### src/rtl/cnn_pkg.sv
// cnn_pkg: shared definitions for the CNN engine's result-memory bus and the
// maxpool/flatten stage (memory-select encodings, stage FSM states, widths).
package cnn_pkg;

  localparam int CNN_DW = 20;  // signed 4.16 fixed point
  localparam int CNN_AW = 12;  // result-memory address width

  // Result-memory select encodings on csel
  localparam logic [2:0] CSEL_NONE = 3'd0;
  localparam logic [2:0] CSEL_L0K0 = 3'd1;
  localparam logic [2:0] CSEL_L0K1 = 3'd2;
  localparam logic [2:0] CSEL_L1K0 = 3'd3;
  localparam logic [2:0] CSEL_L1K1 = 3'd4;
  localparam logic [2:0] CSEL_L2F  = 3'd5;

  // Maxpool/flatten stage states
  typedef enum logic [2:0] {
    ST_IDLE,
    ST_RD,
    ST_WAIT,
    ST_WL1,
    ST_WL2,
    ST_FIN
  } pool_state_t;

endpackage

### src/rtl/pool_max4.sv
// pool_max4: running signed-maximum register for one 2x2 pooling window.
// load takes the first sample, update keeps the larger of register and din,
// clear returns the register to zero between runs.
module pool_max4
  import cnn_pkg::*;
#(
  parameter int DW = CNN_DW
) (
  input  logic          clk,
  input  logic          reset,
  input  logic          clear,
  input  logic          load,
  input  logic          update,
  input  logic [DW-1:0] din,
  output logic [DW-1:0] max_val
);

  // Running max: first sample loads, later samples replace only if larger (signed).
  always_ff @(posedge clk or posedge reset) begin
    // NOTE: sequential state uses non-blocking (<=) so every register samples pre-edge values.
    if (reset) begin
      max_val <= '0;
    end else if (clear) begin
      max_val <= '0;
    end else if (load) begin
      max_val <= din;
    end else if (update && ($signed(din) > $signed(max_val))) begin
      max_val <= din;
    end
  end

endmodule

### src/rtl/cnn_maxpool_flatten.sv
// cnn_maxpool_flatten: 2x2 signed max-pool of the two 64x64 L0 maps into the
// 32x32 L1 maps, optionally also writing the k0/k1-interleaved flatten vector
// to L2. Owns the shared result-memory bus only while busy.
// Optional feature: define FLATTEN_EN to add the WL2 (L2 flatten) write.
module cnn_maxpool_flatten
  import cnn_pkg::*;
#(
  parameter int IMG_W = 64,
  parameter int DW    = CNN_DW,
  parameter int AW    = CNN_AW
) (
  input  logic          clk,
  input  logic          reset,
  input  logic          start,
  output logic          busy,
  output logic          done,
  output logic          crd,
  output logic [AW-1:0] caddr_rd,
  input  logic [DW-1:0] cdata_rd,
  output logic          cwr,
  output logic [AW-1:0] caddr_wr,
  output logic [DW-1:0] cdata_wr,
  output logic [2:0]    csel
);

  localparam int            PW     = $clog2(IMG_W / 2);
  localparam logic [PW-1:0] P_LAST = PW'(IMG_W / 2 - 1);

  pool_state_t   state, state_nx;
  logic [1:0]    q;         // position inside the 2x2 window: q[1]=row, q[0]=col
  logic [PW-1:0] pr, pc;    // pooled row / column
  logic          k;         // kernel
  logic          rd_vld;    // cdata_rd carries the sample requested last cycle
  logic [1:0]    q_d;       // window position of that sample
  logic [DW-1:0] max_val;
  logic          last_win;
  logic          win_wr;    // final write of the current window

  assign last_win = k & (pr == P_LAST) & (pc == P_LAST);

`ifdef FLATTEN_EN
  assign win_wr = (state == ST_WL2);
`else
  assign win_wr = (state == ST_WL1);
`endif

  // State register.
  always_ff @(posedge clk or posedge reset) begin
    if (reset) state <= ST_IDLE;
    else       state <= state_nx;
  end

  // Window position and k/pr/pc loop counters; pc wraps into pr, pr into k.
  always_ff @(posedge clk or posedge reset) begin
    if (reset) begin
      q  <= '0;
      pr <= '0;
      pc <= '0;
      k  <= 1'b0;
    end else if (state == ST_IDLE) begin
      q  <= '0;
      pr <= '0;
      pc <= '0;
      k  <= 1'b0;
    end else begin
      if (state == ST_RD) q <= q + 2'd1;
      if (win_wr) begin
        pc <= pc + PW'(1);
        if (pc == P_LAST) begin
          pr <= pr + PW'(1);
          if (pr == P_LAST) k <= ~k;
        end
      end
    end
  end

  // Read-data alignment: memory returns data one cycle after crd.
  always_ff @(posedge clk or posedge reset) begin
    if (reset) begin
      rd_vld <= 1'b0;
      q_d    <= '0;
    end else begin
      rd_vld <= (state == ST_RD);
      q_d    <= q;
    end
  end

  pool_max4 #(.DW(DW)) u_max (
    .clk     (clk),
    .reset   (reset),
    .clear   (state == ST_IDLE),
    .load    (rd_vld && (q_d == 2'd0)),
    .update  (rd_vld && (q_d != 2'd0)),
    .din     (cdata_rd),
    .max_val (max_val)
  );

  // Next-state and bus outputs; outputs are a pure function of state so reset clears them at once.
  always_comb begin
    // NOTE: every output gets a default first so no path through the case infers a latch.
    state_nx = state;
    busy     = 1'b0;
    done     = 1'b0;
    crd      = 1'b0;
    cwr      = 1'b0;
    caddr_rd = '0;
    caddr_wr = '0;
    cdata_wr = '0;
    csel     = CSEL_NONE;
    case (state)
      ST_IDLE: begin
        if (start) state_nx = ST_RD;
      end
      ST_RD: begin
        busy     = 1'b1;
        crd      = 1'b1;
        csel     = k ? CSEL_L0K1 : CSEL_L0K0;
        caddr_rd = AW'({pr, q[1], pc, q[0]});
        if (q == 2'd3) state_nx = ST_WAIT;
      end
      ST_WAIT: begin
        busy     = 1'b1;
        state_nx = ST_WL1;
      end
      ST_WL1: begin
        busy     = 1'b1;
        cwr      = 1'b1;
        csel     = k ? CSEL_L1K1 : CSEL_L1K0;
        caddr_wr = AW'({pr, pc});
        cdata_wr = max_val;
`ifdef FLATTEN_EN
        state_nx = ST_WL2;
`else
        state_nx = last_win ? ST_FIN : ST_RD;
`endif
      end
      ST_WL2: begin
`ifdef FLATTEN_EN
        busy     = 1'b1;
        cwr      = 1'b1;
        csel     = CSEL_L2F;
        caddr_wr = AW'({pr, pc, k});
        cdata_wr = max_val;
        state_nx = last_win ? ST_FIN : ST_RD;
`else
        state_nx = ST_IDLE;
`endif
      end
      ST_FIN: begin
        done     = 1'b1;
        state_nx = ST_IDLE;
      end
      default: state_nx = ST_IDLE;
    endcase
  end

endmodule

### config.mk
export PLATFORM = sky130hd
export DESIGN_NAME = cnn_maxpool_flatten
export DESIGN_NICKNAME = d
export VERILOG_FILES = /design/src/rtl/cnn_pkg.sv /design/src/rtl/pool_max4.sv /design/src/rtl/cnn_maxpool_flatten.sv
export SDC_FILE = /design/constraint.sdc
export NUM_CORES = 1
export LEC_CHECK = 0
export ABC_CLOCK_PERIOD_IN_PS = 2500
export BUFFER_PORTS_ARGS = -buffer_cell sky130_fd_sc_hd__clkbuf_2
export CAP_MARGIN = 20
export CORE_MARGIN = 1.5
export CORE_UTILIZATION = 29
export CTS_BUF_LIST = sky130_fd_sc_hd__clkbuf_8
export DETAILED_ROUTE_END_ITERATION = 8
export SYNTH_ARGS = -nofsm -noshare
export SYNTH_HDL_FRONTEND = slang
export SYNTH_SLANG_ARGS = --single-unit
### constraint.sdc
create_clock -name clk -period 2.5 [get_ports clk]
set_clock_uncertainty 0.2 [all_clocks]
set_input_delay 0.5 -clock clk [delete_from_list [all_inputs] [get_ports clk]]
set_output_delay 0.5 -clock clk [all_outputs]
set_load 0.02 [all_outputs]
==> impl_metrics.ini <==
[cts]
cts_buffers = 5
root_buffer = clkbuf_8
cts_sinks = 39
clk_path_buf_depth = 2
htree_levels = 2
cts_tree = done
cts_hold_buf = 0
insertion_delay_ns = 0.30
cts.clk_slew.worst_paths_ns = 0.08

[floorplan]
die_w_um = 98.7
core_area_um2 = 8810
ioPinCount = 74
die_area_um2 = 9750
start_util_pct = 30.2
die_h_um = 98.7
rows = 34

[power]
swShare_pct = 45.0
peakVddDrop_mv = 0.487
p_switching_mw = 1.91
leakagePower_nw = 1.80
seq_power_share_pct = 24.8
p_clk_share_pct = 15.0
power.density_nw_per_um2 = 1190
p_int_mw = 2.33
combPwrFrac_pct = 60.2

[timing]
period_needed_ns = 2.42
fmax_ghz = 0.414
hold_viol = 0
setup_ws_ns = 0.0826
worst_slew_pin_slew_ns = 0.508
relSlewSlack_pct = 66.1
finalMaxSlewViolations = 0
setup-tns-final_ns = 0
period_share_pct = 96.7
setup_viol = 0

[drt]
ant_nets = 0
wire_per_inst_um = 14.8
drt_first_pass_iters = 9
vias_per_cell = 5.03
drt-total-wl_mm = 7.41
drt_iter0_markers = 93
wl_met3_um = 354
drt-met1-wl_mm = 3.17
top_layer = met4
drc = 4
vias = 2522
met2_length_mm = 3.74

[setup_path]
reg2reg_slack_ns = 0.08
critPathSlowestCell = dfrtp_1
crit_path_max_fanout = 5
cp-start-kind = register
critPathKind = reg -> reg
cp_slowest_stage_delay_ns = 0.38
r2r_cells = 9
crit_chain = inv_1 > ha_1 > a21oi_2 > o221ai_2 > a211oi_2 > buf_4 > mux2_4 > o21ai_2 > a21oi_1
cp-end-kind = register
crit_arrival_ns = 2.40
r2r-start = u_max.max_val[2]
crit_required_ns = 2.48
r2r-end = u_max.max_val[6]

[global_routing]
gr-total-overflow = 0
grt_use_total_pct = 14.6
antenna_found_initial = 0
first_global_vias = 2362
grt_pass1_wl_mm = 11.4
grt_max_degree = 40

[run]
maxCapViolCount = 0

[finish]
multi_input_area_um2 = 1670
fill_cells = 889
nets = 440
drive_above_1_share_pct = 34.9
syn2layout_area_growth_pct = 33.6
regArea_um2 = 977
n_antenna_cell = 0

[logic_synthesis]
yosysSeqAreaShare_pct = 36.7
yosys_register_bits = 39
yosysWarningCount = 0
synth.distinct_cells = 37
synthArstFlopShare_pct = 100
syn_avg_cell_area_um2 = 8.63
syn_area_um2 = 2660
synthCells = 308
synth_edf_count = 0
ys.flop_type = dfrtp_1

[placement]
hpwl_mm = 5.09
portBuffers = 71
place_congestion = 0.766
pre_cts_ws_ns = -0.172

[outcome]
status = finished, violations left
violations = design-rule violations

[min_path]
worstHoldPathType = in -> async
==> cells in the mapped netlist, drive strengths merged, types with 3 or more instances <==
cell    count  share of area [%]
a21oi      35                6.6
a22o        3               0.99
and2       32                7.5
and3       15                3.5
buf         9                2.7
clkbuf     14                2.0
dfrtp      39                 37
ha         25                 12
inv        25                3.5
nand2      10                1.4
nand3      28                5.3
nand3b      3               0.85
nand4       4                2.0
nor2       14                2.0
nor3        3               0.56
o21ai      28                5.3
xor2        3               0.99
==> sequential cells by signal (all words and copies together), names as in the netlist <==
name           flops
u_max.max_val     20
pc                 5
pr                 5
state              3
q                  2
q_d                2
k                  1
rd_vld             1
==> per-layer routing <==
| layer | global-route usage [%] | vias up |
|---|---|---|
| li1 | - | 1229 |
| met5 | 0 | - |
| met3 | 2.77 | 14 |
| met1 | 18.3 | 1194 |
| met2 | 25.9 | 85 |
| met4 | 3.63 | 0 |
==> worst max-delay path by stage <==
stage | from | endpoint | slack (ns) | depth (start not counted)
floorplan | cdata_rd[19] | u_max.max_val[10] | 0.10 | 8
global placement | cdata_rd[19] | u_max.max_val[6] | -0.1 | 8
detailed placement | cdata_rd[19] | u_max.max_val[4] | -0.17 | 8
CTS | u_max.max_val[19] | u_max.max_val[4] | 0.06 | 8
global route | u_max.max_val[2] | u_max.max_val[7] | -0.08 | 11
finish | u_max.max_val[2] | u_max.max_val[6] | 0.08 | 9
==> through the flow <==
| step | hold slack (ns) | total power [mW] | area (µm²) | util [%] | cells |
|---|---|---|---|---|---|
| after floorplan | 0.185 | 2.60 | 2660 | - | 309 |
| after global placement | 0.244 | 3.14 | 3190 | 36.2 | 486 |
| after detailed placement | 0.255 | 3.21 | 3190 | 36.2 | 486 |
| after CTS | 0.119 | 3.86 | 3320 | 37.7 | 494 |
| after global routing | 0.149 | 4.58 | 3550 | 40.3 | 501 |
| final | 0.0890 | 4.24 | 3550 | 40.3 | 501 |
==> placed cells by master (no fill, tap or decap), types with 2 or more instances in the layout <==
cell type and n:
inv_1 26, and2_1 32, a21oi_1 30, nor3_1 2
ha_4 5, nand2_1 10, bufinv_16 2, clkbuf_2 71
ha_1 20, clkbuf_8 5, xor2_1 3, nand3b_1 3
buf_4 23, nor2_1 12, o21ai_0 8, dfrtp_1 38
and3b_1 2, mux2_4 4, o21ai_2 5, a22o_1 3
and3_1 15, a21oi_2 5, nand4_4 2, o21ai_1 15
nor3b_1 2, conb_1 2, nand3_1 28, o221ai_2 2
==> kinds of logic (layout without fill, tap and decap cells) <==
logic type	after synthesis	in the layout	synth area share, %
other cells	1	2	0.141
buf+inv	48	129	8.24
flops	39	39	36.7
mux	3	6	1.37
xor+xnor	4	4	1.32
compound gates	71	71	14.5
fa+ha+maj	25	25	11.8
simple gates	117	117	25.9
==> worst max-delay path: cells and delay by family (launching register included) <==
| kind | cells | cell delay [ns] |
|---|---|---|
| buf+inv | 2 | 0.26 |
| fa+ha+maj | 1 | 0.30 |
| compound gates | 5 | 0.80 |
| flops | 1 | 0.38 |
| mux | 1 | 0.36 |
==> area by class of cell <==
cell class                 instances  share of cell area, %
timing repair buffer              96                   15.3
multi-input combinational        225                   47.0
clock buffer                       5                   1.94
inverter                          25                   2.64
clock inverter                     3                   1.80
tap                              108                   3.81
sequential                        39                   27.5
==> power by group through the flow <==
stage	clock (mW)	combinational [mW]	sequential (mW)
floorplan	0	1.62	0.981
global placement	0	2.09	1.05
detailed placement	0	2.15	1.06
CTS	0.650	2.16	1.05
global route	0.679	2.82	1.08
finish	0.635	2.55	1.05
==> timing repair <==
| item | 4_1_cts | 5_1_grt |
|---|---|---|
| resized for setup | 0 | 32 |
| setup buffers | 0 | 3 |
| setup endpoints to repair | 0 | 26 |
Power figures use the tool's default switching activity.
